**config.mk**
```make
export PLATFORM = sky130hd
export DESIGN_NAME = la_axi_slice_flat
export DESIGN_NICKNAME = d
export VERILOG_FILES = /design/src/rtl/la_axi_slice_if.sv /design/src/rtl/la_axi_slice.sv /design/src/flat_wrapper.sv
export SDC_FILE = /design/constraint.sdc
export NUM_CORES = 1
export LEC_CHECK = 0
export CORE_MARGIN = 1.5
export CORE_UTILIZATION = 52
export DETAILED_ROUTE_END_ITERATION = 16
export PLACE_DENSITY = 0.87
export SLEW_MARGIN = 30
export SYNTH_ARGS = -nofsm -noshare
export SYNTH_HDL_FRONTEND = slang
export SYNTH_HIERARCHICAL = 1
export SYNTH_SLANG_ARGS = --single-unit
```
**constraint.sdc**
```tcl
create_clock -name clk -period 6.6 [get_ports clk]
set_clock_uncertainty 0.15 [all_clocks]
set_input_delay 0.66 -clock clk [delete_from_list [all_inputs] [get_ports clk]]
set_output_delay 0.66 -clock clk [all_outputs]
set_load 0.02 [all_outputs]
```
**src/rtl/la_axi_slice_if.sv**
```systemverilog
// AXI4 bus bundle (with ATOP on AW) shared by both ports of la_axi_slice.
interface LA_AXI_BUS #(
    parameter int AXI_ADDR_WIDTH = 32,
    parameter int AXI_DATA_WIDTH = 32,
    parameter int AXI_ID_WIDTH   = 4,
    parameter int AXI_USER_WIDTH = 1
);
    localparam int STRB_WIDTH = AXI_DATA_WIDTH / 8;

    logic [AXI_ID_WIDTH-1:0]   aw_id;
    logic [AXI_ADDR_WIDTH-1:0] aw_addr;
    logic [7:0]                aw_len;
    logic [2:0]                aw_size;
    logic [1:0]                aw_burst;
    logic                      aw_lock;
    logic [3:0]                aw_cache;
    logic [2:0]                aw_prot;
    logic [3:0]                aw_qos;
    logic [3:0]                aw_region;
    logic [5:0]                aw_atop;
    logic [AXI_USER_WIDTH-1:0] aw_user;
    logic                      aw_valid;
    logic                      aw_ready;

    logic [AXI_DATA_WIDTH-1:0] w_data;
    logic [STRB_WIDTH-1:0]     w_strb;
    logic                      w_last;
    logic [AXI_USER_WIDTH-1:0] w_user;
    logic                      w_valid;
    logic                      w_ready;

    logic [AXI_ID_WIDTH-1:0]   b_id;
    logic [1:0]                b_resp;
    logic [AXI_USER_WIDTH-1:0] b_user;
    logic                      b_valid;
    logic                      b_ready;

    logic [AXI_ID_WIDTH-1:0]   ar_id;
    logic [AXI_ADDR_WIDTH-1:0] ar_addr;
    logic [7:0]                ar_len;
    logic [2:0]                ar_size;
    logic [1:0]                ar_burst;
    logic                      ar_lock;
    logic [3:0]                ar_cache;
    logic [2:0]                ar_prot;
    logic [3:0]                ar_qos;
    logic [3:0]                ar_region;
    logic [AXI_USER_WIDTH-1:0] ar_user;
    logic                      ar_valid;
    logic                      ar_ready;

    logic [AXI_ID_WIDTH-1:0]   r_id;
    logic [AXI_DATA_WIDTH-1:0] r_data;
    logic [1:0]                r_resp;
    logic                      r_last;
    logic [AXI_USER_WIDTH-1:0] r_user;
    logic                      r_valid;
    logic                      r_ready;

    modport Master (
        output aw_id, aw_addr, aw_len, aw_size, aw_burst, aw_lock, aw_cache,
               aw_prot, aw_qos, aw_region, aw_atop, aw_user, aw_valid,
        input  aw_ready,
        output w_data, w_strb, w_last, w_user, w_valid,
        input  w_ready,
        input  b_id, b_resp, b_user, b_valid,
        output b_ready,
        output ar_id, ar_addr, ar_len, ar_size, ar_burst, ar_lock, ar_cache,
               ar_prot, ar_qos, ar_region, ar_user, ar_valid,
        input  ar_ready,
        input  r_id, r_data, r_resp, r_last, r_user, r_valid,
        output r_ready
    );

    modport Slave (
        input  aw_id, aw_addr, aw_len, aw_size, aw_burst, aw_lock, aw_cache,
               aw_prot, aw_qos, aw_region, aw_atop, aw_user, aw_valid,
        output aw_ready,
        input  w_data, w_strb, w_last, w_user, w_valid,
        output w_ready,
        output b_id, b_resp, b_user, b_valid,
        input  b_ready,
        input  ar_id, ar_addr, ar_len, ar_size, ar_burst, ar_lock, ar_cache,
               ar_prot, ar_qos, ar_region, ar_user, ar_valid,
        output ar_ready,
        output r_id, r_data, r_resp, r_last, r_user, r_valid,
        input  r_ready
    );
endinterface

```
**src/rtl/la_axi_slice.sv**
```systemverilog
// AXI register slice: per-channel circular FIFOs (or wires at depth 0) plus
// outstanding-burst limiters on the AR and AW issue toward the master side.
module la_axi_slice_fifo #(
    parameter int DEPTH = 2,
    parameter int WIDTH = 1
) (
    input  logic             clk,
    input  logic             rst_n,
    input  logic             in_valid,
    output logic             in_ready,
    input  logic [WIDTH-1:0] in_data,
    output logic             out_valid,
    input  logic             out_ready,
    output logic [WIDTH-1:0] out_data,
    output logic             empty
);
    if (DEPTH == 0) begin : g_pass
        assign out_valid = in_valid;
        assign in_ready  = out_ready;
        assign out_data  = in_data;
        assign empty     = 1'b1;
    end else begin : g_buf
        localparam int PTR_W = (DEPTH > 1) ? $clog2(DEPTH) : 1;
        localparam int CNT_W = $clog2(DEPTH + 1);

        logic [WIDTH-1:0] mem [DEPTH];
        logic [PTR_W-1:0] wr_ptr;
        logic [PTR_W-1:0] rd_ptr;
        logic [CNT_W-1:0] count;
        logic             push;
        logic             pop;

        // ready depends only on the fill level, never on out_ready
        assign in_ready  = rst_n && (count < CNT_W'(DEPTH));
        assign out_valid = rst_n && (count != '0);
        assign out_data  = mem[rd_ptr];
        assign empty     = (count == '0);
        assign push      = in_valid && in_ready;
        assign pop       = out_valid && out_ready;

        always_ff @(posedge clk) begin
            if (push) begin
                mem[wr_ptr] <= in_data;
            end
        end

        always_ff @(posedge clk) begin
            if (!rst_n) begin
                wr_ptr <= '0;
                rd_ptr <= '0;
                count  <= '0;
            end else begin
                if (push) begin
                    wr_ptr <= (wr_ptr == PTR_W'(DEPTH - 1)) ? '0 : wr_ptr + PTR_W'(1);
                end
                if (pop) begin
                    rd_ptr <= (rd_ptr == PTR_W'(DEPTH - 1)) ? '0 : rd_ptr + PTR_W'(1);
                end
                if (push && !pop) begin
                    count <= count + CNT_W'(1);
                end else if (pop && !push) begin
                    count <= count - CNT_W'(1);
                end
            end
        end
    end
endmodule

module la_axi_slice #(
    parameter int AXI_ADDR_WIDTH     = 32,
    parameter int AXI_DATA_WIDTH     = 32,
    parameter int AXI_ID_WIDTH       = 4,
    parameter int AXI_USER_WIDTH     = 1,
    parameter int AW_DEPTH           = 2,
    parameter int W_DEPTH            = 2,
    parameter int B_DEPTH            = 2,
    parameter int AR_DEPTH           = 2,
    parameter int R_DEPTH            = 2,
    parameter int MAX_RD_OUTSTANDING = 4,
    parameter int MAX_WR_OUTSTANDING = 4
) (
    input  logic                                    clk,
    input  logic                                    rst_n,
    LA_AXI_BUS.Slave                                slv,
    LA_AXI_BUS.Master                               mst,
    output logic [$clog2(MAX_RD_OUTSTANDING+1)-1:0] rd_outstanding_o,
    output logic [$clog2(MAX_WR_OUTSTANDING+1)-1:0] wr_outstanding_o,
    output logic                                    idle_o
);
    localparam int STRB_W   = AXI_DATA_WIDTH / 8;
    localparam int AR_W     = AXI_ID_WIDTH + AXI_ADDR_WIDTH + 29 + AXI_USER_WIDTH;
    localparam int AW_W     = AR_W + 6;
    localparam int W_W      = AXI_DATA_WIDTH + STRB_W + 1 + AXI_USER_WIDTH;
    localparam int B_W      = AXI_ID_WIDTH + 2 + AXI_USER_WIDTH;
    localparam int R_W      = AXI_ID_WIDTH + AXI_DATA_WIDTH + 3 + AXI_USER_WIDTH;
    localparam int RD_CNT_W = $clog2(MAX_RD_OUTSTANDING + 1);
    localparam int WR_CNT_W = $clog2(MAX_WR_OUTSTANDING + 1);

    logic [AW_W-1:0] aw_in, aw_out;
    logic [W_W-1:0]  w_in, w_out;
    logic [B_W-1:0]  b_in, b_out;
    logic [AR_W-1:0] ar_in, ar_out;
    logic [R_W-1:0]  r_in, r_out;
    logic            aw_q_valid, aw_q_ready, ar_q_valid, ar_q_ready;
    logic            aw_empty, w_empty, b_empty, ar_empty, r_empty;
    logic            rd_room, wr_room, rd_inc, rd_dec, wr_inc, wr_dec;
    logic [RD_CNT_W-1:0] rd_cnt;
    logic [WR_CNT_W-1:0] wr_cnt;

    assign aw_in = {slv.aw_id, slv.aw_addr, slv.aw_len, slv.aw_size, slv.aw_burst,
                    slv.aw_lock, slv.aw_cache, slv.aw_prot, slv.aw_qos, slv.aw_region,
                    slv.aw_atop, slv.aw_user};
    assign {mst.aw_id, mst.aw_addr, mst.aw_len, mst.aw_size, mst.aw_burst,
            mst.aw_lock, mst.aw_cache, mst.aw_prot, mst.aw_qos, mst.aw_region,
            mst.aw_atop, mst.aw_user} = aw_out;

    assign w_in = {slv.w_data, slv.w_strb, slv.w_last, slv.w_user};
    assign {mst.w_data, mst.w_strb, mst.w_last, mst.w_user} = w_out;

    assign b_in = {mst.b_id, mst.b_resp, mst.b_user};
    assign {slv.b_id, slv.b_resp, slv.b_user} = b_out;

    assign ar_in = {slv.ar_id, slv.ar_addr, slv.ar_len, slv.ar_size, slv.ar_burst,
                    slv.ar_lock, slv.ar_cache, slv.ar_prot, slv.ar_qos, slv.ar_region,
                    slv.ar_user};
    assign {mst.ar_id, mst.ar_addr, mst.ar_len, mst.ar_size, mst.ar_burst,
            mst.ar_lock, mst.ar_cache, mst.ar_prot, mst.ar_qos, mst.ar_region,
            mst.ar_user} = ar_out;

    assign r_in = {mst.r_id, mst.r_data, mst.r_resp, mst.r_last, mst.r_user};
    assign {slv.r_id, slv.r_data, slv.r_resp, slv.r_last, slv.r_user} = r_out;

    la_axi_slice_fifo #(.DEPTH(AW_DEPTH), .WIDTH(AW_W)) u_aw (
        .clk(clk), .rst_n(rst_n),
        .in_valid(slv.aw_valid), .in_ready(slv.aw_ready), .in_data(aw_in),
        .out_valid(aw_q_valid), .out_ready(aw_q_ready), .out_data(aw_out),
        .empty(aw_empty)
    );

    la_axi_slice_fifo #(.DEPTH(W_DEPTH), .WIDTH(W_W)) u_w (
        .clk(clk), .rst_n(rst_n),
        .in_valid(slv.w_valid), .in_ready(slv.w_ready), .in_data(w_in),
        .out_valid(mst.w_valid), .out_ready(mst.w_ready), .out_data(w_out),
        .empty(w_empty)
    );

    la_axi_slice_fifo #(.DEPTH(B_DEPTH), .WIDTH(B_W)) u_b (
        .clk(clk), .rst_n(rst_n),
        .in_valid(mst.b_valid), .in_ready(mst.b_ready), .in_data(b_in),
        .out_valid(slv.b_valid), .out_ready(slv.b_ready), .out_data(b_out),
        .empty(b_empty)
    );

    la_axi_slice_fifo #(.DEPTH(AR_DEPTH), .WIDTH(AR_W)) u_ar (
        .clk(clk), .rst_n(rst_n),
        .in_valid(slv.ar_valid), .in_ready(slv.ar_ready), .in_data(ar_in),
        .out_valid(ar_q_valid), .out_ready(ar_q_ready), .out_data(ar_out),
        .empty(ar_empty)
    );

    la_axi_slice_fifo #(.DEPTH(R_DEPTH), .WIDTH(R_W)) u_r (
        .clk(clk), .rst_n(rst_n),
        .in_valid(mst.r_valid), .in_ready(mst.r_ready), .in_data(r_in),
        .out_valid(slv.r_valid), .out_ready(slv.r_ready), .out_data(r_out),
        .empty(r_empty)
    );

    // at the limit the head request is held in its FIFO, not dropped
    assign rd_room      = (rd_cnt < RD_CNT_W'(MAX_RD_OUTSTANDING));
    assign wr_room      = (wr_cnt < WR_CNT_W'(MAX_WR_OUTSTANDING));
    assign mst.ar_valid = ar_q_valid && rd_room;
    assign ar_q_ready   = mst.ar_ready && rd_room;
    assign mst.aw_valid = aw_q_valid && wr_room;
    assign aw_q_ready   = mst.aw_ready && wr_room;

    assign rd_inc = mst.ar_valid && mst.ar_ready;
    assign rd_dec = mst.r_valid && mst.r_ready && mst.r_last;
    assign wr_inc = mst.aw_valid && mst.aw_ready;
    assign wr_dec = mst.b_valid && mst.b_ready;

    always_ff @(posedge clk) begin
        if (!rst_n) begin
            rd_cnt <= '0;
            wr_cnt <= '0;
        end else begin
            if (rd_inc && !rd_dec) begin
                rd_cnt <= rd_cnt + RD_CNT_W'(1);
            end else if (rd_dec && !rd_inc && (rd_cnt != '0)) begin
                rd_cnt <= rd_cnt - RD_CNT_W'(1);
            end
            if (wr_inc && !wr_dec) begin
                wr_cnt <= wr_cnt + WR_CNT_W'(1);
            end else if (wr_dec && !wr_inc && (wr_cnt != '0)) begin
                wr_cnt <= wr_cnt - WR_CNT_W'(1);
            end
        end
    end

    assign rd_outstanding_o = rst_n ? rd_cnt : '0;
    assign wr_outstanding_o = rst_n ? wr_cnt : '0;
    assign idle_o = !rst_n || (aw_empty && w_empty && b_empty && ar_empty && r_empty &&
                               (rd_cnt == '0) && (wr_cnt == '0));
endmodule

```
**src/flat_wrapper.sv**
```systemverilog
// flat-port wrapper written by rule: the top's interface ports become plain ports
module la_axi_slice_flat 
#(
    parameter int AXI_ADDR_WIDTH     = 32,
    parameter int AXI_DATA_WIDTH     = 32,
    parameter int AXI_ID_WIDTH       = 4,
    parameter int AXI_USER_WIDTH     = 1,
    parameter int AW_DEPTH           = 2,
    parameter int W_DEPTH            = 2,
    parameter int B_DEPTH            = 2,
    parameter int AR_DEPTH           = 2,
    parameter int R_DEPTH            = 2,
    parameter int MAX_RD_OUTSTANDING = 4,
    parameter int MAX_WR_OUTSTANDING = 4
)
  (clk, rst_n, rd_outstanding_o, wr_outstanding_o, idle_o, slv_aw_id, slv_aw_addr, slv_aw_len, slv_aw_size, slv_aw_burst, slv_aw_lock, slv_aw_cache, slv_aw_prot, slv_aw_qos, slv_aw_region, slv_aw_atop, slv_aw_user, slv_aw_valid, slv_aw_ready, slv_w_data, slv_w_strb, slv_w_last, slv_w_user, slv_w_valid, slv_w_ready, slv_b_id, slv_b_resp, slv_b_user, slv_b_valid, slv_b_ready, slv_ar_id, slv_ar_addr, slv_ar_len, slv_ar_size, slv_ar_burst, slv_ar_lock, slv_ar_cache, slv_ar_prot, slv_ar_qos, slv_ar_region, slv_ar_user, slv_ar_valid, slv_ar_ready, slv_r_id, slv_r_data, slv_r_resp, slv_r_last, slv_r_user, slv_r_valid, slv_r_ready, mst_aw_id, mst_aw_addr, mst_aw_len, mst_aw_size, mst_aw_burst, mst_aw_lock, mst_aw_cache, mst_aw_prot, mst_aw_qos, mst_aw_region, mst_aw_atop, mst_aw_user, mst_aw_valid, mst_aw_ready, mst_w_data, mst_w_strb, mst_w_last, mst_w_user, mst_w_valid, mst_w_ready, mst_b_id, mst_b_resp, mst_b_user, mst_b_valid, mst_b_ready, mst_ar_id, mst_ar_addr, mst_ar_len, mst_ar_size, mst_ar_burst, mst_ar_lock, mst_ar_cache, mst_ar_prot, mst_ar_qos, mst_ar_region, mst_ar_user, mst_ar_valid, mst_ar_ready, mst_r_id, mst_r_data, mst_r_resp, mst_r_last, mst_r_user, mst_r_valid, mst_r_ready);
  LA_AXI_BUS #(.AXI_ADDR_WIDTH(AXI_ADDR_WIDTH), .AXI_DATA_WIDTH(AXI_DATA_WIDTH), .AXI_ID_WIDTH(AXI_ID_WIDTH), .AXI_USER_WIDTH(AXI_USER_WIDTH)) slv_i ();
  LA_AXI_BUS #(.AXI_ADDR_WIDTH(AXI_ADDR_WIDTH), .AXI_DATA_WIDTH(AXI_DATA_WIDTH), .AXI_ID_WIDTH(AXI_ID_WIDTH), .AXI_USER_WIDTH(AXI_USER_WIDTH)) mst_i ();
  input  logic clk;
  input  logic rst_n;
  output logic [$clog2(MAX_RD_OUTSTANDING+1)-1:0] rd_outstanding_o;
  output logic [$clog2(MAX_WR_OUTSTANDING+1)-1:0] wr_outstanding_o;
  output logic idle_o;
  input wire logic [$bits(slv_i.aw_id)-1:0] slv_aw_id;
  input wire logic [$bits(slv_i.aw_addr)-1:0] slv_aw_addr;
  input wire logic [$bits(slv_i.aw_len)-1:0] slv_aw_len;
  input wire logic [$bits(slv_i.aw_size)-1:0] slv_aw_size;
  input wire logic [$bits(slv_i.aw_burst)-1:0] slv_aw_burst;
  input wire logic [$bits(slv_i.aw_lock)-1:0] slv_aw_lock;
  input wire logic [$bits(slv_i.aw_cache)-1:0] slv_aw_cache;
  input wire logic [$bits(slv_i.aw_prot)-1:0] slv_aw_prot;
  input wire logic [$bits(slv_i.aw_qos)-1:0] slv_aw_qos;
  input wire logic [$bits(slv_i.aw_region)-1:0] slv_aw_region;
  input wire logic [$bits(slv_i.aw_atop)-1:0] slv_aw_atop;
  input wire logic [$bits(slv_i.aw_user)-1:0] slv_aw_user;
  input wire logic [$bits(slv_i.aw_valid)-1:0] slv_aw_valid;
  output wire logic [$bits(slv_i.aw_ready)-1:0] slv_aw_ready;
  input wire logic [$bits(slv_i.w_data)-1:0] slv_w_data;
  input wire logic [$bits(slv_i.w_strb)-1:0] slv_w_strb;
  input wire logic [$bits(slv_i.w_last)-1:0] slv_w_last;
  input wire logic [$bits(slv_i.w_user)-1:0] slv_w_user;
  input wire logic [$bits(slv_i.w_valid)-1:0] slv_w_valid;
  output wire logic [$bits(slv_i.w_ready)-1:0] slv_w_ready;
  output wire logic [$bits(slv_i.b_id)-1:0] slv_b_id;
  output wire logic [$bits(slv_i.b_resp)-1:0] slv_b_resp;
  output wire logic [$bits(slv_i.b_user)-1:0] slv_b_user;
  output wire logic [$bits(slv_i.b_valid)-1:0] slv_b_valid;
  input wire logic [$bits(slv_i.b_ready)-1:0] slv_b_ready;
  input wire logic [$bits(slv_i.ar_id)-1:0] slv_ar_id;
  input wire logic [$bits(slv_i.ar_addr)-1:0] slv_ar_addr;
  input wire logic [$bits(slv_i.ar_len)-1:0] slv_ar_len;
  input wire logic [$bits(slv_i.ar_size)-1:0] slv_ar_size;
  input wire logic [$bits(slv_i.ar_burst)-1:0] slv_ar_burst;
  input wire logic [$bits(slv_i.ar_lock)-1:0] slv_ar_lock;
  input wire logic [$bits(slv_i.ar_cache)-1:0] slv_ar_cache;
  input wire logic [$bits(slv_i.ar_prot)-1:0] slv_ar_prot;
  input wire logic [$bits(slv_i.ar_qos)-1:0] slv_ar_qos;
  input wire logic [$bits(slv_i.ar_region)-1:0] slv_ar_region;
  input wire logic [$bits(slv_i.ar_user)-1:0] slv_ar_user;
  input wire logic [$bits(slv_i.ar_valid)-1:0] slv_ar_valid;
  output wire logic [$bits(slv_i.ar_ready)-1:0] slv_ar_ready;
  output wire logic [$bits(slv_i.r_id)-1:0] slv_r_id;
  output wire logic [$bits(slv_i.r_data)-1:0] slv_r_data;
  output wire logic [$bits(slv_i.r_resp)-1:0] slv_r_resp;
  output wire logic [$bits(slv_i.r_last)-1:0] slv_r_last;
  output wire logic [$bits(slv_i.r_user)-1:0] slv_r_user;
  output wire logic [$bits(slv_i.r_valid)-1:0] slv_r_valid;
  input wire logic [$bits(slv_i.r_ready)-1:0] slv_r_ready;
  output wire logic [$bits(mst_i.aw_id)-1:0] mst_aw_id;
  output wire logic [$bits(mst_i.aw_addr)-1:0] mst_aw_addr;
  output wire logic [$bits(mst_i.aw_len)-1:0] mst_aw_len;
  output wire logic [$bits(mst_i.aw_size)-1:0] mst_aw_size;
  output wire logic [$bits(mst_i.aw_burst)-1:0] mst_aw_burst;
  output wire logic [$bits(mst_i.aw_lock)-1:0] mst_aw_lock;
  output wire logic [$bits(mst_i.aw_cache)-1:0] mst_aw_cache;
  output wire logic [$bits(mst_i.aw_prot)-1:0] mst_aw_prot;
  output wire logic [$bits(mst_i.aw_qos)-1:0] mst_aw_qos;
  output wire logic [$bits(mst_i.aw_region)-1:0] mst_aw_region;
  output wire logic [$bits(mst_i.aw_atop)-1:0] mst_aw_atop;
  output wire logic [$bits(mst_i.aw_user)-1:0] mst_aw_user;
  output wire logic [$bits(mst_i.aw_valid)-1:0] mst_aw_valid;
  input wire logic [$bits(mst_i.aw_ready)-1:0] mst_aw_ready;
  output wire logic [$bits(mst_i.w_data)-1:0] mst_w_data;
  output wire logic [$bits(mst_i.w_strb)-1:0] mst_w_strb;
  output wire logic [$bits(mst_i.w_last)-1:0] mst_w_last;
  output wire logic [$bits(mst_i.w_user)-1:0] mst_w_user;
  output wire logic [$bits(mst_i.w_valid)-1:0] mst_w_valid;
  input wire logic [$bits(mst_i.w_ready)-1:0] mst_w_ready;
  input wire logic [$bits(mst_i.b_id)-1:0] mst_b_id;
  input wire logic [$bits(mst_i.b_resp)-1:0] mst_b_resp;
  input wire logic [$bits(mst_i.b_user)-1:0] mst_b_user;
  input wire logic [$bits(mst_i.b_valid)-1:0] mst_b_valid;
  output wire logic [$bits(mst_i.b_ready)-1:0] mst_b_ready;
  output wire logic [$bits(mst_i.ar_id)-1:0] mst_ar_id;
  output wire logic [$bits(mst_i.ar_addr)-1:0] mst_ar_addr;
  output wire logic [$bits(mst_i.ar_len)-1:0] mst_ar_len;
  output wire logic [$bits(mst_i.ar_size)-1:0] mst_ar_size;
  output wire logic [$bits(mst_i.ar_burst)-1:0] mst_ar_burst;
  output wire logic [$bits(mst_i.ar_lock)-1:0] mst_ar_lock;
  output wire logic [$bits(mst_i.ar_cache)-1:0] mst_ar_cache;
  output wire logic [$bits(mst_i.ar_prot)-1:0] mst_ar_prot;
  output wire logic [$bits(mst_i.ar_qos)-1:0] mst_ar_qos;
  output wire logic [$bits(mst_i.ar_region)-1:0] mst_ar_region;
  output wire logic [$bits(mst_i.ar_user)-1:0] mst_ar_user;
  output wire logic [$bits(mst_i.ar_valid)-1:0] mst_ar_valid;
  input wire logic [$bits(mst_i.ar_ready)-1:0] mst_ar_ready;
  input wire logic [$bits(mst_i.r_id)-1:0] mst_r_id;
  input wire logic [$bits(mst_i.r_data)-1:0] mst_r_data;
  input wire logic [$bits(mst_i.r_resp)-1:0] mst_r_resp;
  input wire logic [$bits(mst_i.r_last)-1:0] mst_r_last;
  input wire logic [$bits(mst_i.r_user)-1:0] mst_r_user;
  input wire logic [$bits(mst_i.r_valid)-1:0] mst_r_valid;
  output wire logic [$bits(mst_i.r_ready)-1:0] mst_r_ready;
  assign slv_i.aw_id = slv_aw_id;
  assign slv_i.aw_addr = slv_aw_addr;
  assign slv_i.aw_len = slv_aw_len;
  assign slv_i.aw_size = slv_aw_size;
  assign slv_i.aw_burst = slv_aw_burst;
  assign slv_i.aw_lock = slv_aw_lock;
  assign slv_i.aw_cache = slv_aw_cache;
  assign slv_i.aw_prot = slv_aw_prot;
  assign slv_i.aw_qos = slv_aw_qos;
  assign slv_i.aw_region = slv_aw_region;
  assign slv_i.aw_atop = slv_aw_atop;
  assign slv_i.aw_user = slv_aw_user;
  assign slv_i.aw_valid = slv_aw_valid;
  assign slv_aw_ready = slv_i.aw_ready;
  assign slv_i.w_data = slv_w_data;
  assign slv_i.w_strb = slv_w_strb;
  assign slv_i.w_last = slv_w_last;
  assign slv_i.w_user = slv_w_user;
  assign slv_i.w_valid = slv_w_valid;
  assign slv_w_ready = slv_i.w_ready;
  assign slv_b_id = slv_i.b_id;
  assign slv_b_resp = slv_i.b_resp;
  assign slv_b_user = slv_i.b_user;
  assign slv_b_valid = slv_i.b_valid;
  assign slv_i.b_ready = slv_b_ready;
  assign slv_i.ar_id = slv_ar_id;
  assign slv_i.ar_addr = slv_ar_addr;
  assign slv_i.ar_len = slv_ar_len;
  assign slv_i.ar_size = slv_ar_size;
  assign slv_i.ar_burst = slv_ar_burst;
  assign slv_i.ar_lock = slv_ar_lock;
  assign slv_i.ar_cache = slv_ar_cache;
  assign slv_i.ar_prot = slv_ar_prot;
  assign slv_i.ar_qos = slv_ar_qos;
  assign slv_i.ar_region = slv_ar_region;
  assign slv_i.ar_user = slv_ar_user;
  assign slv_i.ar_valid = slv_ar_valid;
  assign slv_ar_ready = slv_i.ar_ready;
  assign slv_r_id = slv_i.r_id;
  assign slv_r_data = slv_i.r_data;
  assign slv_r_resp = slv_i.r_resp;
  assign slv_r_last = slv_i.r_last;
  assign slv_r_user = slv_i.r_user;
  assign slv_r_valid = slv_i.r_valid;
  assign slv_i.r_ready = slv_r_ready;
  assign mst_aw_id = mst_i.aw_id;
  assign mst_aw_addr = mst_i.aw_addr;
  assign mst_aw_len = mst_i.aw_len;
  assign mst_aw_size = mst_i.aw_size;
  assign mst_aw_burst = mst_i.aw_burst;
  assign mst_aw_lock = mst_i.aw_lock;
  assign mst_aw_cache = mst_i.aw_cache;
  assign mst_aw_prot = mst_i.aw_prot;
  assign mst_aw_qos = mst_i.aw_qos;
  assign mst_aw_region = mst_i.aw_region;
  assign mst_aw_atop = mst_i.aw_atop;
  assign mst_aw_user = mst_i.aw_user;
  assign mst_aw_valid = mst_i.aw_valid;
  assign mst_i.aw_ready = mst_aw_ready;
  assign mst_w_data = mst_i.w_data;
  assign mst_w_strb = mst_i.w_strb;
  assign mst_w_last = mst_i.w_last;
  assign mst_w_user = mst_i.w_user;
  assign mst_w_valid = mst_i.w_valid;
  assign mst_i.w_ready = mst_w_ready;
  assign mst_i.b_id = mst_b_id;
  assign mst_i.b_resp = mst_b_resp;
  assign mst_i.b_user = mst_b_user;
  assign mst_i.b_valid = mst_b_valid;
  assign mst_b_ready = mst_i.b_ready;
  assign mst_ar_id = mst_i.ar_id;
  assign mst_ar_addr = mst_i.ar_addr;
  assign mst_ar_len = mst_i.ar_len;
  assign mst_ar_size = mst_i.ar_size;
  assign mst_ar_burst = mst_i.ar_burst;
  assign mst_ar_lock = mst_i.ar_lock;
  assign mst_ar_cache = mst_i.ar_cache;
  assign mst_ar_prot = mst_i.ar_prot;
  assign mst_ar_qos = mst_i.ar_qos;
  assign mst_ar_region = mst_i.ar_region;
  assign mst_ar_user = mst_i.ar_user;
  assign mst_ar_valid = mst_i.ar_valid;
  assign mst_i.ar_ready = mst_ar_ready;
  assign mst_i.r_id = mst_r_id;
  assign mst_i.r_data = mst_r_data;
  assign mst_i.r_resp = mst_r_resp;
  assign mst_i.r_last = mst_r_last;
  assign mst_i.r_user = mst_r_user;
  assign mst_i.r_valid = mst_r_valid;
  assign mst_r_ready = mst_i.r_ready;
  la_axi_slice #(.AXI_ADDR_WIDTH(AXI_ADDR_WIDTH), .AXI_DATA_WIDTH(AXI_DATA_WIDTH), .AXI_ID_WIDTH(AXI_ID_WIDTH), .AXI_USER_WIDTH(AXI_USER_WIDTH), .AW_DEPTH(AW_DEPTH), .W_DEPTH(W_DEPTH), .B_DEPTH(B_DEPTH), .AR_DEPTH(AR_DEPTH), .R_DEPTH(R_DEPTH), .MAX_RD_OUTSTANDING(MAX_RD_OUTSTANDING), .MAX_WR_OUTSTANDING(MAX_WR_OUTSTANDING)) u_core (.clk(clk), .rst_n(rst_n), .slv(slv_i), .mst(mst_i), .rd_outstanding_o(rd_outstanding_o), .wr_outstanding_o(wr_outstanding_o), .idle_o(idle_o));
endmodule
```
======== Yosys cells after proc, flatten, opt, wreduce, memory -nomap -nowiden ========
Memories as Yosys holds them, arrays and structs flattened. A register that Yosys moved wholly into a read port is not among the register bits.
Cells that the tools add are included.
operators by class
  equal/unequal tests ..................... 0
  multiply operators ...................... 0
  bitwise logic cells ..................... 0
  $lt $le $gt $ge ......................... 7
  div/mod/pow operators ................... 0
  add/sub/neg operators ................... 24
  shifts and indexed selects .............. 0
  mux-type cells .......................... 46
  reduce and logical (&&, ||, !) cells .... 85
operator list
  kind                                                                 count
  1-bit logical AND                                                    49
  1-bit two-way mux                                                    30
  2-bit nonzero test                                                   12
  2-bit two-way mux                                                    10
  3-bit two-way mux                                                    6
  1-bit zero test                                                      14
  1-bit adder (second input constant)                                  10
  2-bit by 1-bit adder with 2-bit output (second input constant)       5
  2-bit zero test                                                      5
  2-bit less-than comparator (second input constant)                   5
  2-bit by 1-bit subtractor with 2-bit output (second input constant)  5
  3-bit by 1-bit adder with 3-bit output (second input constant)       2
  3-bit zero test                                                      2
  3-bit less-than comparator (second input constant)                   2
  3-bit nonzero test                                                   2
  3-bit by 1-bit subtractor with 3-bit output (second input constant)  2
  1-bit logical OR                                                     1
word-level totals
  input bits .............................. 235
  RAM bits ................................ 446
  memories ................................ 5
  latch bits .............................. 0
  output and inout bits ................... 240
  word-level logic and storage cells ...... 184
  memory bits (read-only) ................. 0
  register bits ........................... 26
memory list
  name                   depth  width  read ports  clocked after Yosys merged registers in  write ports  RTL line            source
  u_core.u_aw.g_buf.mem  2      72     1           1                                        1            la_axi_slice.sv:26  logic [WIDTH-1:0] mem [DEPTH];
  u_core.u_ar.g_buf.mem  2      66     1           1                                        1            la_axi_slice.sv:26
  u_core.u_r.g_buf.mem   2      40     1           1                                        1            la_axi_slice.sv:26
  u_core.u_w.g_buf.mem   2      38     1           1                                        1            la_axi_slice.sv:26
  u_core.u_b.g_buf.mem   2      7      1           1                                        1            la_axi_slice.sv:26

======== Depth between registers and ports, before layout ========
  depth in word-level cells ............... 9
  depth in mapped cells ................... 9

======== Modules after synthesis ========
Netlist, hierarchy kept.
modules (own cells, without submodules)
  module                            seq. area each (um^2)  cells each  instances  area an instance (um^2)
  la_axi_slice_fifo at u_core.u_aw  4424.2                 250         1          5464.0
  la_axi_slice_fifo at u_core.u_ar  4063.9                 231         1          5012.3
  la_axi_slice_fifo at u_core.u_r   2502.4                 150         1          3115.5
  la_axi_slice_fifo at u_core.u_w   2382.3                 144         1          2987.9
  la_axi_slice_fifo at u_core.u_b   520.5                  48          1          747.0
  la_axi_slice                      120.1                  68          1          538.0

======== Worst setup path before layout ========
OpenSTA, ideal clock, no wires.
  kind .................................... input-to-reg
  start point ............................. input rst_n
  end point ............................... memory u_core/u_aw/g_buf.mem[0][0] (netlist bit), enable pin
  path buffers ............................ 0
  arrival time ............................ 4292 ps
  setup slack ............................. 1647 ps
  stages .................................. 3
  data required time ...................... 5939 ps
  library setup time ...................... 511 ps
  cell sequence ........................... and2b_1 -> and2_1 -> nor2b_1
on the way
  word-level cells in the longest chain between the ends .. 4
RTL lines
  element                                  RTL line            source
  start: declaration                       flat_wrapper.sv:20  input logic rst_n;
  1-bit logical AND                        la_axi_slice.sv:34  assign in_ready = rst_n && (count < CNT_W'(DEPTH));
  1-bit logical AND                        la_axi_slice.sv:38  assign push = in_valid && in_ready;
  net u_core.u_aw.g_buf.push               la_axi_slice.sv:30  logic push;
  1-bit two-way mux                        la_axi_slice.sv:42  if (push) begin
  1-bit two-way mux (implied by the code)  la_axi_slice.sv:43  mem[wr_ptr] <= in_data;
  end: declaration                         la_axi_slice.sv:26
The timed path passes the listed nets, and every way through them passes these cells.

======== Worst setup path in the final report ========
  start point ............................. input rst_n
  end point ............................... output mst_aw_valid
on the way
  word-level cells in the longest chain between the ends .. 2
RTL lines
  element                RTL line             source
  1-bit logical AND      la_axi_slice.sv:35   assign out_valid = rst_n && (count != '0);
  net u_core.aw_q_valid  la_axi_slice.sv:104  logic aw_q_valid, aw_q_ready, ar_q_valid, ar_q_ready;
  1-bit logical AND      la_axi_slice.sv:173  assign mst.aw_valid = aw_q_valid && wr_room;
  end: declaration       flat_wrapper.sv:81   output wire logic [$bits(mst_i.aw_valid)-1:0] mst_aw_valid;
The timed path passes the listed nets, and every way through them passes these cells.

==> results.cfg <==
[yosys]
synth_area_leaders = edfxtp_1 (75%), mux2_2 (14%), dfxtp_1 (3.5%)
ys.flop_type = edfxtp_1
synth_area_leader_cell = edfxtp_1
mappedNetlistNets = 1133
syn_area_per_cell_sq_um = 20.05
async_reset_ff_frac = 0
ys_warn_count = 6
ys_types = 36
yosysSeqAreaShare = 0.7844
ys_seq_elements = 477
synth_top_cell_area_share = 0.7497
syn_inst = 891
netlist_area_sq_mm = 0.01786
synth-edff-count = 446

[global_route]
grt.overflow.total = 0
grt_use_total = 0.2303
grt_pass1_vias = 10293
grt.met3_usage = 0.06035
grt_pass1_wl_um = 61330
grt_use_met1 = 0.2682
top_usage_layer = met2
antenna_found_initial = 4
grt_max_degree = 67
use_met2 = 0.4012

[cts]
cts_buffers = 47
hold_buffers = 0
clk_latency_ns = 0.54
tritoncts = built
ctsResizeCount = 0
cts_max_path_buffers = 3
clk_pin_slew_ns = 0.06
postCtsSetupBuffers = 0
cts_max_level = 2
clock_sinks = 477
root_buffer = clkbuf_16

[final_layout]
final_util = 0.7306
nets = 1640
final_common_cell = clkdlybuf4s50_1
nFillCells = 1943
drive_above_1_share = 0.2156
area_delta_synth_final_pct = 37.81
final_cell_mix = clkdlybuf4s50_1 (474), edfxtp_1 (446), mux2_2 (225)

[worst_hold_path]
hold_class = flop to flop
hp-start = u_core/u_b/g_buf.count[1]$_SDFFE_PN0P_
worstHoldEndpoint = u_core/u_b/g_buf.count[1]$_SDFFE_PN0P_
whs_path_depth = 2

[placed_design]
hpwl_um = 28140
place.gp.congestion = 0.8110
io_buffers = 474

[detailed_routing]
drc = 0
first_iter_violations = 606
first_pass_iters = 4
wire_per_inst_um = 22.12
ant_nets = 0
drt_wl_total_um = 41700
vias = 9841
viasPerCell = 5.221

[critical_path]
r2r_end = u_core/wr_cnt[2]$_SDFFE_PN0P_
cp-end-kind = output port
reg2reg_depth = 7
start_kind = input pin
worstPathRequired_ns = 5.79
path_max_fanout = 36
worstSetupPathType = input pin to output port
r2r_slack_ns = 3.95
crit_arrival_ns = 3.08
reg2reg_from = u_core/u_aw/g_buf.count[0]$_SDFFE_PN0P_

[sta]
slew_headroom = 0.4065
slew_violations = 0
period_minus_slack_ns = 3.889
finalCritPeriodShare = 0.5892
fin_tns_setup_ns = 0
rsz0062_at_grt = no
hold_violations = 0
max_slew.worst_pin.slew_ns = 0.8902
finalSetupViolations = 0
fmax_ghz = 0.2572

[run_status]
status = finished clean

[pwr]
p_leak_nw = 8.247
powerDensity_mw_per_mm2 = 323.0
vdd_ir_drop_max_uv = 278.2

[die]
core_sq_mm = 0.03370
die_area_sq_mm = 0.03548
pin_count = 475
die_w_um = 188.4
die_h_um = 188.4
initial_core_util = 0.5301
rows = 67

[job]
drv_cap = 0
## per-stage QoR
| step | hold WS (ns) | setup slack, ns | cell area [sq um] | cells | total power [mW] |
|---|---|---|---|---|---|
| after detailed placement | 0.3668 | 2.574 | 23100 | 1796 | 5.439 |
| after global routing | 0.4014 | 2.599 | 24620 | 1885 | 8.219 |
| after floorplan | 0.3333 | 1.647 | 17860 | 891 | 4.646 |
| after global placement | 0.3543 | 2.653 | 23040 | 1794 | 5.392 |
| after CTS | 0.3757 | 2.760 | 24570 | 1880 | 8.004 |
| final | 0.3789 | 2.711 | 24620 | 1885 | 7.953 |
## cell families (layout without fill, tap and decap cells)
kind of cell	Yosys count	count (layout)	share of synthesized area
buffers and inverters	29	571	0.01317
muxes	227	227	0.1429
DFF	477	477	0.7844
other	0	4	0
and+or+nand+nor	100	100	0.03299
AOI/OAI and AO/OA	29	29	0.009945
xor gates and xnor gates	22	22	0.01079
adders and majority gates	7	7	0.005743
## routing by layer
layer  vias to the layer above  wire (um)
li1                       4488          -
met1                      4835      15370
met2                       415      21510
met3                       103       3085
met4                         0       1727
met5                         -          0
## layout make-up
cell class | count | area, sq um | share of cell area
Antenna cell | 4 | 10.01 | 0.0004066
Clock buffer | 65 | 1286 | 0.05224
Clock inverter | 19 | 185.2 | 0.007521
Inverter | 1 | 3.754 | 0.0001525
Multi-Input combinational cell | 385 | 3657 | 0.1485
Sequential cell | 477 | 14020 | 0.5695
Tap cell | 448 | 560.5 | 0.02277
Timing Repair Buffer | 486 | 4895 | 0.1988
## how the worst max path moves through the flow
stage                     startpoint  slack, ns                                endpoint  depth (start not counted)
final                          rst_n       2.71                            mst_aw_valid                          5
after global routing           rst_n       2.60                            mst_aw_valid                          5
after CTS                      rst_n       2.76                            mst_aw_valid                          5
after detailed placement       rst_n       2.57  u_core/u_aw/g_buf.mem[0][34]$_DFFE_PP_                          6
after global placement         rst_n       2.65  u_core/u_aw/g_buf.mem[0][22]$_DFFE_PP_                          6
after floorplan                rst_n       1.65   u_core/u_aw/g_buf.mem[0][0]$_DFFE_PP_                          3
## registers in the layout (all words and copies together), names as in the netlist, 2 cells and up, named ones only
| signal | flops |
|---|---|
| u_core/u_aw/g_buf.mem | 144 |
| u_core/u_r/g_buf.count | 2 |
| u_core/u_w/g_buf.mem | 76 |
| u_core/u_w/g_buf.count | 2 |
| u_core/wr_cnt | 3 |
| u_core/u_ar/g_buf.count | 2 |
| u_core/u_r/g_buf.mem | 80 |
| u_core/rd_cnt | 3 |
| u_core/u_aw/g_buf.count | 2 |
| u_core/u_b/g_buf.mem | 14 |
| u_core/u_b/g_buf.count | 2 |
| u_core/u_ar/g_buf.mem | 132 |
## synthesized netlist by cell type (all sizes together), types with 6 or more instances
master,n
and2,33
buf,28
dfxtp,31
edfxtp,446
mux2,225
nand2,9
nor2,9
nor2b,14
o21ai,17
or3,6
xnor2,15
xor2,7
## critical path, cell delays in order
cell	delay [ns]
clkdlybuf4s50_1	0.65
buf_4	0.37
nor2b_1	0.37
nor2b_1	0.34
clkdlybuf4s50_1	0.67
## power by group
part / leakage, nW / switching (mW) / total [mW] / internal, mW
clock network: 0.719 / 1.05 / 2.56 / 1.51
registers: 4.34 / 0.125 / 3.67 / 3.54
logic: 3.19 / 0.834 / 1.72 / 0.891
Note: power is estimated with default switching activity, not from simulation.
